`config.mk`:
```
export PLATFORM = sky130hd
export DESIGN_NAME = instr_fetch_buffer
export DESIGN_NICKNAME = d
export VERILOG_FILES = /design/src/rtl/instr_fetch_buffer_pkg.sv /design/src/rtl/instr_fetch_buffer.sv
export SDC_FILE = /design/constraint.sdc
export NUM_CORES = 1
export LEC_CHECK = 0
export ABC_AREA = 0
export BUFFER_PORTS_ARGS = -buffer_cell sky130_fd_sc_hd__buf_2
export CAP_MARGIN = 40
export CELL_PAD_IN_SITES_DETAIL_PLACEMENT = 1
export CELL_PAD_IN_SITES_GLOBAL_PLACEMENT = 2
export CORE_AREA = 4 4 228 230
export CTS_BUF_LIST = sky130_fd_sc_hd__clkbuf_4 sky130_fd_sc_hd__clkbuf_8
export CTS_CLUSTER_DIAMETER = 200
export DETAILED_ROUTE_END_ITERATION = 7
export DIE_AREA = 0 0 232 234
export GPL_TIMING_DRIVEN = 0
export PLACE_DENSITY = 0.67
export SLEW_MARGIN = 20
export SYNTH_ARGS = -nofsm -noshare
export SYNTH_HDL_FRONTEND = slang
export SYNTH_SLANG_ARGS = --single-unit
```
`constraint.sdc`:
```
create_clock -name clk -period 8.38 [get_ports clk]
set_clock_uncertainty 0.05 [all_clocks]
set_input_delay 0 -clock clk [delete_from_list [all_inputs] [get_ports clk]]
set_output_delay 0 -clock clk [all_outputs]
set_load 0.1 [all_outputs]
```
`src/rtl/instr_fetch_buffer_pkg.sv`:
```
// Shared defaults and slot layout for the instruction fetch buffer.
package instr_fetch_buffer_pkg;

    localparam int unsigned DEPTH_DEFAULT    = 4;
    localparam logic [31:0] RESET_PC_DEFAULT = 32'hbfc0_0000;

    typedef struct packed {
        logic [31:0] pc;
        logic [31:0] instr;
        logic        adel;
        logic        filled;
    } slot_t;

endpackage

```
`src/rtl/instr_fetch_buffer.sv`:
```
// In-order instruction fetch buffer: issues fetches, collects in-order responses,
// presents the oldest filled slot to decode and discards responses made stale by redirects.
module instr_fetch_buffer
    import instr_fetch_buffer_pkg::*;
#(
    parameter int unsigned DEPTH    = DEPTH_DEFAULT,
    parameter logic [31:0] RESET_PC = RESET_PC_DEFAULT
) (
    input  logic        clk,
    input  logic        resetn,
    output logic        inst_req_o,
    output logic [31:0] inst_addr_o,
    input  logic        inst_addr_ok_i,
    input  logic [31:0] inst_rdata_i,
    input  logic        inst_data_ok_i,
    input  logic        redirect_i,
    input  logic [31:0] redirect_pc_i,
    input  logic        id_stall_i,
    output logic        id_valid_o,
    output logic [31:0] id_instr_o,
    output logic [31:0] id_pc_o,
    output logic        id_adel_o
);

    localparam int unsigned PW = $clog2(DEPTH);
    localparam int unsigned CW = PW + 1;

    slot_t         slots_q [DEPTH];
    logic [PW-1:0] alloc_ptr_q, fill_ptr_q, head_ptr_q;
    logic [CW-1:0] count_q, pend_q, drop_cnt_q;
    logic [CW-1:0] drop_sum;
    logic [31:0]   fetch_pc_q;
    logic          halt_q;

    logic  has_free, aligned, fetch_ok, req_accept, adel_alloc, fill, drop, pop;
    slot_t head;

    always_comb begin
        has_free   = count_q < CW'(DEPTH);
        aligned    = fetch_pc_q[1:0] == 2'b00;
        // resetn gates the request so nothing is issued while reset is held.
        fetch_ok   = resetn & has_free & ~halt_q & ~redirect_i;
        inst_req_o = fetch_ok & aligned;
        req_accept = inst_req_o & inst_addr_ok_i;
        adel_alloc = fetch_ok & ~aligned;
        drop       = inst_data_ok_i & (drop_cnt_q != '0);
        fill       = inst_data_ok_i & (drop_cnt_q == '0) & (pend_q != '0);
        head       = slots_q[head_ptr_q];
        id_valid_o = (count_q != '0) & head.filled;
        id_instr_o = id_valid_o ? head.instr : 32'h0;
        id_pc_o    = id_valid_o ? head.pc : 32'h0;
        id_adel_o  = id_valid_o & head.adel;
        pop        = id_valid_o & ~id_stall_i;
        // Responses still owed to freed slots plus those already owed, less one arriving now.
        drop_sum   = pend_q + drop_cnt_q;
        if (inst_data_ok_i && drop_sum != '0) begin
            drop_sum = drop_sum - CW'(1);
        end
    end

    assign inst_addr_o = fetch_pc_q;

    always_ff @(posedge clk or negedge resetn) begin
        if (!resetn) begin
            for (int i = 0; i < int'(DEPTH); i++) begin
                slots_q[i] <= '0;
            end
            alloc_ptr_q <= '0;
            fill_ptr_q  <= '0;
            head_ptr_q  <= '0;
            count_q     <= '0;
            pend_q      <= '0;
            drop_cnt_q  <= '0;
            fetch_pc_q  <= RESET_PC;
            halt_q      <= 1'b0;
        end else if (redirect_i) begin
            alloc_ptr_q <= '0;
            fill_ptr_q  <= '0;
            head_ptr_q  <= '0;
            count_q     <= '0;
            pend_q      <= '0;
            drop_cnt_q  <= drop_sum;
            fetch_pc_q  <= redirect_pc_i;
            halt_q      <= 1'b0;
        end else begin
            if (req_accept) begin
                slots_q[alloc_ptr_q] <= slot_t'{pc: fetch_pc_q, instr: 32'h0, adel: 1'b0,
                                                filled: 1'b0};
                alloc_ptr_q          <= alloc_ptr_q + PW'(1);
                fetch_pc_q           <= fetch_pc_q + 32'd4;
            end
            if (adel_alloc) begin
                slots_q[alloc_ptr_q] <= slot_t'{pc: fetch_pc_q, instr: 32'h0, adel: 1'b1,
                                                filled: 1'b1};
                alloc_ptr_q          <= alloc_ptr_q + PW'(1);
                halt_q               <= 1'b1;
            end
            if (fill) begin
                slots_q[fill_ptr_q].instr  <= inst_rdata_i;
                slots_q[fill_ptr_q].filled <= 1'b1;
                fill_ptr_q                 <= fill_ptr_q + PW'(1);
            end
            if (drop) begin
                drop_cnt_q <= drop_cnt_q - CW'(1);
            end
            if (pop) begin
                head_ptr_q <= head_ptr_q + PW'(1);
            end
            count_q <= count_q + CW'(req_accept | adel_alloc) - CW'(pop);
            pend_q  <= pend_q + CW'(req_accept) - CW'(fill);
        end
    end

endmodule

```
==> results.toml <==
[clocking]
numCtsBuffers = 57
post_cts_resized = 0
clkSinkCount = 312
cts_root_buf = "clkbuf_8"
cts_buffer_depth = 3
clkLatencyLatePin_ns = 0.64
clk_pin_slew_ns = 0.06
htree_levels = 2
cts_setup_buffers = 0
cts_tree = "done"
ctsHoldBuffers = 72

[cells_and_area]
final_core_util = 0.375
fill_cells = 5526
fin_cells = 2276
nNetsFinal = 1649
layout_common_cells = "303 x dfrtp_1, 194 x buf_2, 191 x nand2_1"
drive_gt1_frac = 0.304
final_common_cell = "dfrtp_1"
area_growth_pct = 26.1

[route]
route.detailed.drc = 0
routed_wirelength_microns = 48300
ant_nets = 0
vias = 11271
viasPerCell = 4.95
drtIter0Drc = 771
wire_per_inst_microns = 21.2
dr.pass1.iters = 4

[placement]
dp_cells = 2099
port_buffers = 168
gp_congestion = 0.744
preCtsSetupSlack_ns = 4.48
detailed_place_hpwl_microns = 33000

[global_routing]
antenna_found_initial = 1
grt_pass1_vias = 12317
grt_pass1_wl_microns = 75900
grt_max_degree = 94
gr-total-overflow = 0
track_usage = 0.179

[floorplanning]
io_pins = 169
rows = 82
die_area_sq_um = 54300
coreArea_sq_um = 49900
chipHeight_microns = 234
die-width_microns = 232
initial_utilization = 0.298

[logic_synthesis]
synth_fp_nets = 1337
async_flop_share = 1.00
synth_ff_type = "dfrtp_1"
synth_xor_area_frac = 0.0100
synth_area_sq_um = 14800
synthDistinctLibCells = 57
yosysSeqAreaShare = 0.527
synth_top_family_by_area = "multiplexers"
ys_ff_latch = 312
synthMuxAreaShare = 0.191
synth_warnings = 0
synth_fa_ha_area_frac = 0.0192
synth_compound_area_frac = 0.0996
synthCells = 1246
synth.avg_cell_area_sq_um = 11.9
synth-simple-area-share = 0.121
synth_edf_count = 0

[timing]
setup_viol = 0
hold_viol = 0
rsz0062_at_grt = "false"
fmaxAchievable_ghz = 0.261
whs_ns = 0.0669
finalCritPeriodShare = 0.456
maxSlewViolCount = 0
worstMarginPinSlew_ns = 0.832
setup_ws_ns = 4.56
setup_tns_ns = 0
max_slew_margin = 0.445
period_needed_ns = 3.82

[setup_path]
path_delay_family = "buffers and inverters"
worstPathArrival_ns = 4.26
worstPathMaxFanout = 93
worstSetupPathType = "primary input to flip-flop"
crit_path_top_delay_cell = "dlygate4sd3_1"
path_buf_inv = 9
critPathCaptureType = "flip-flop"
crit_path_start_kind = "primary input"
reg2reg_slack_ns = 5.04
required_ns = 8.81
crit_chain = "dlygate4sd3_1 > dlygate4sd3_1 > buf_8 > buf_16 > nor4b_1 > and3_1 > buf_2 > inv_2 > buf_1 > ha_1 > inv_1 > ha_1 > inv_1 > fa_1 > xnor2_1 > nor2_1"
max_stage_delay_ns = 0.58

[min_path]
worstHoldPathType = "primary input to flip-flop"

[status]
status = "complete, no violations"

[pwr]
p_per_area_nw_per_um2 = 292
ir_drop_v = 0.000340
p_leak_nw = 8.47

[job]
cap_violations = 0
flip-flops by register name, summed over array words and instances (netlist names):
| name | flops |
|---|---|
| slots_q | 264 |
| inst_addr_o | 32 |
| head_ptr_q | 2 |
| alloc_ptr_q | 2 |
| drop_cnt_q | 3 |
| fill_ptr_q | 2 |
| pend_q | 3 |
| halt_q | 1 |
| count_q | 3 |
path summary, 6_finish.rpt:
path	from	end	cells after the start
setup / recovery	resetn	pend_q[2]$_DFF_PN0_	16
hold / removal	redirect_pc_i[26]	inst_addr_o[26]$_DFFE_PN1P_	4
setup reg to reg	head_ptr_q[0]$_DFFE_PN0P_	count_q[2]$_DFF_PN0_	12
hold reg to reg	slots_q[103]$_DFFE_PN0N_	slots_q[103]$_DFFE_PN0N_	1
max in group asynchronous	resetn	inst_addr_o[27]$_DFFE_PN1P_	5
min in group asynchronous	resetn	slots_q[158]$_DFFE_PN0N_	4
worst reg2reg max path, stage by stage (launching register included):
cell      delay, ns
dfrtp_1        0.33
clkbuf_1       0.35
mux4_2         0.59
o31ai_2        0.14
clkbuf_1       0.46
nor2_1         0.15
ha_1           0.30
inv_1          0.06
ha_1           0.13
inv_1          0.05
fa_1           0.41
xnor2_1        0.17
nor2_1         0.05
through the flow:
stage / cell area (sq um) / total power [W]
after floorplan: 14800 / 0.00337
after global placement: 16500 / 0.00384
after detailed placement: 16700 / 0.00391
after CTS: 18700 / 0.00556
after global routing: 18700 / 0.00576
final: 18700 / 0.00547
synthesized netlist by cell type, types with 8 or more instances:
cell type / number / area share
clkbuf_1: 60 / 0.015
xor2_1: 8 / 0.0047
mux4_2: 66 / 0.10
mux2_2: 89 / 0.068
nor2_1: 30 / 0.0076
a22o_1: 66 / 0.039
nand2_1: 191 / 0.048
nor2b_1: 71 / 0.030
dfstp_2: 9 / 0.016
mux2_1: 28 / 0.021
xnor2_1: 9 / 0.0053
inv_1: 24 / 0.0061
buf_1: 8 / 0.0020
dfrtp_1: 303 / 0.51
nand4_1: 18 / 0.0076
ha_1: 18 / 0.015
a21oi_1: 11 / 0.0037
nand3_1: 19 / 0.0064
o21ai_0: 97 / 0.033
buf_2: 25 / 0.0084
o21ai_1: 11 / 0.0037
report_power, final:
part / leakage [nW] / total, W / internal [W] / switching (W)
clock network: 0.667 / 0.00159 / 0.000923 / 0.000667
registers: 4.16 / 0.00186 / 0.00173 / 0.000138
logic: 3.65 / 0.00202 / 0.000628 / 0.00139
cells by family after synthesis:
family / after synthesis
xor+xnor: 17
flops: 312
mux: 186
fa+ha+maj: 21
buf+inv: 120
compound gates: 222
simple gates: 368
metal layers:
metal	global-route usage	share of wire	vias to the layer above
met5	0	0.00025	-
met1	0.256	0.47	5865
met3	0.0310	0.044	63
met2	0.288	0.47	257
li1	-	-	5084
met4	0.0396	0.017	2
layout make-up:
| class | instances | area [sq um] | area share |
|---|---|---|---|
| Sequential cell | 312 | 7820 | 0.418 |
| Multi-Input combinational cell | 814 | 6550 | 0.350 |
| Timing Repair Buffer | 253 | 1770 | 0.0945 |
| Clock buffer | 96 | 1150 | 0.0616 |
| Tap cell | 672 | 841 | 0.0449 |
| Buffer | 95 | 390 | 0.0209 |
| Clock inverter | 8 | 101 | 0.00542 |
| Inverter | 25 | 93.8 | 0.00501 |
| Antenna cell | 1 | 2.50 | 0.000134 |
Note: power is estimated with default switching activity, not from simulation.
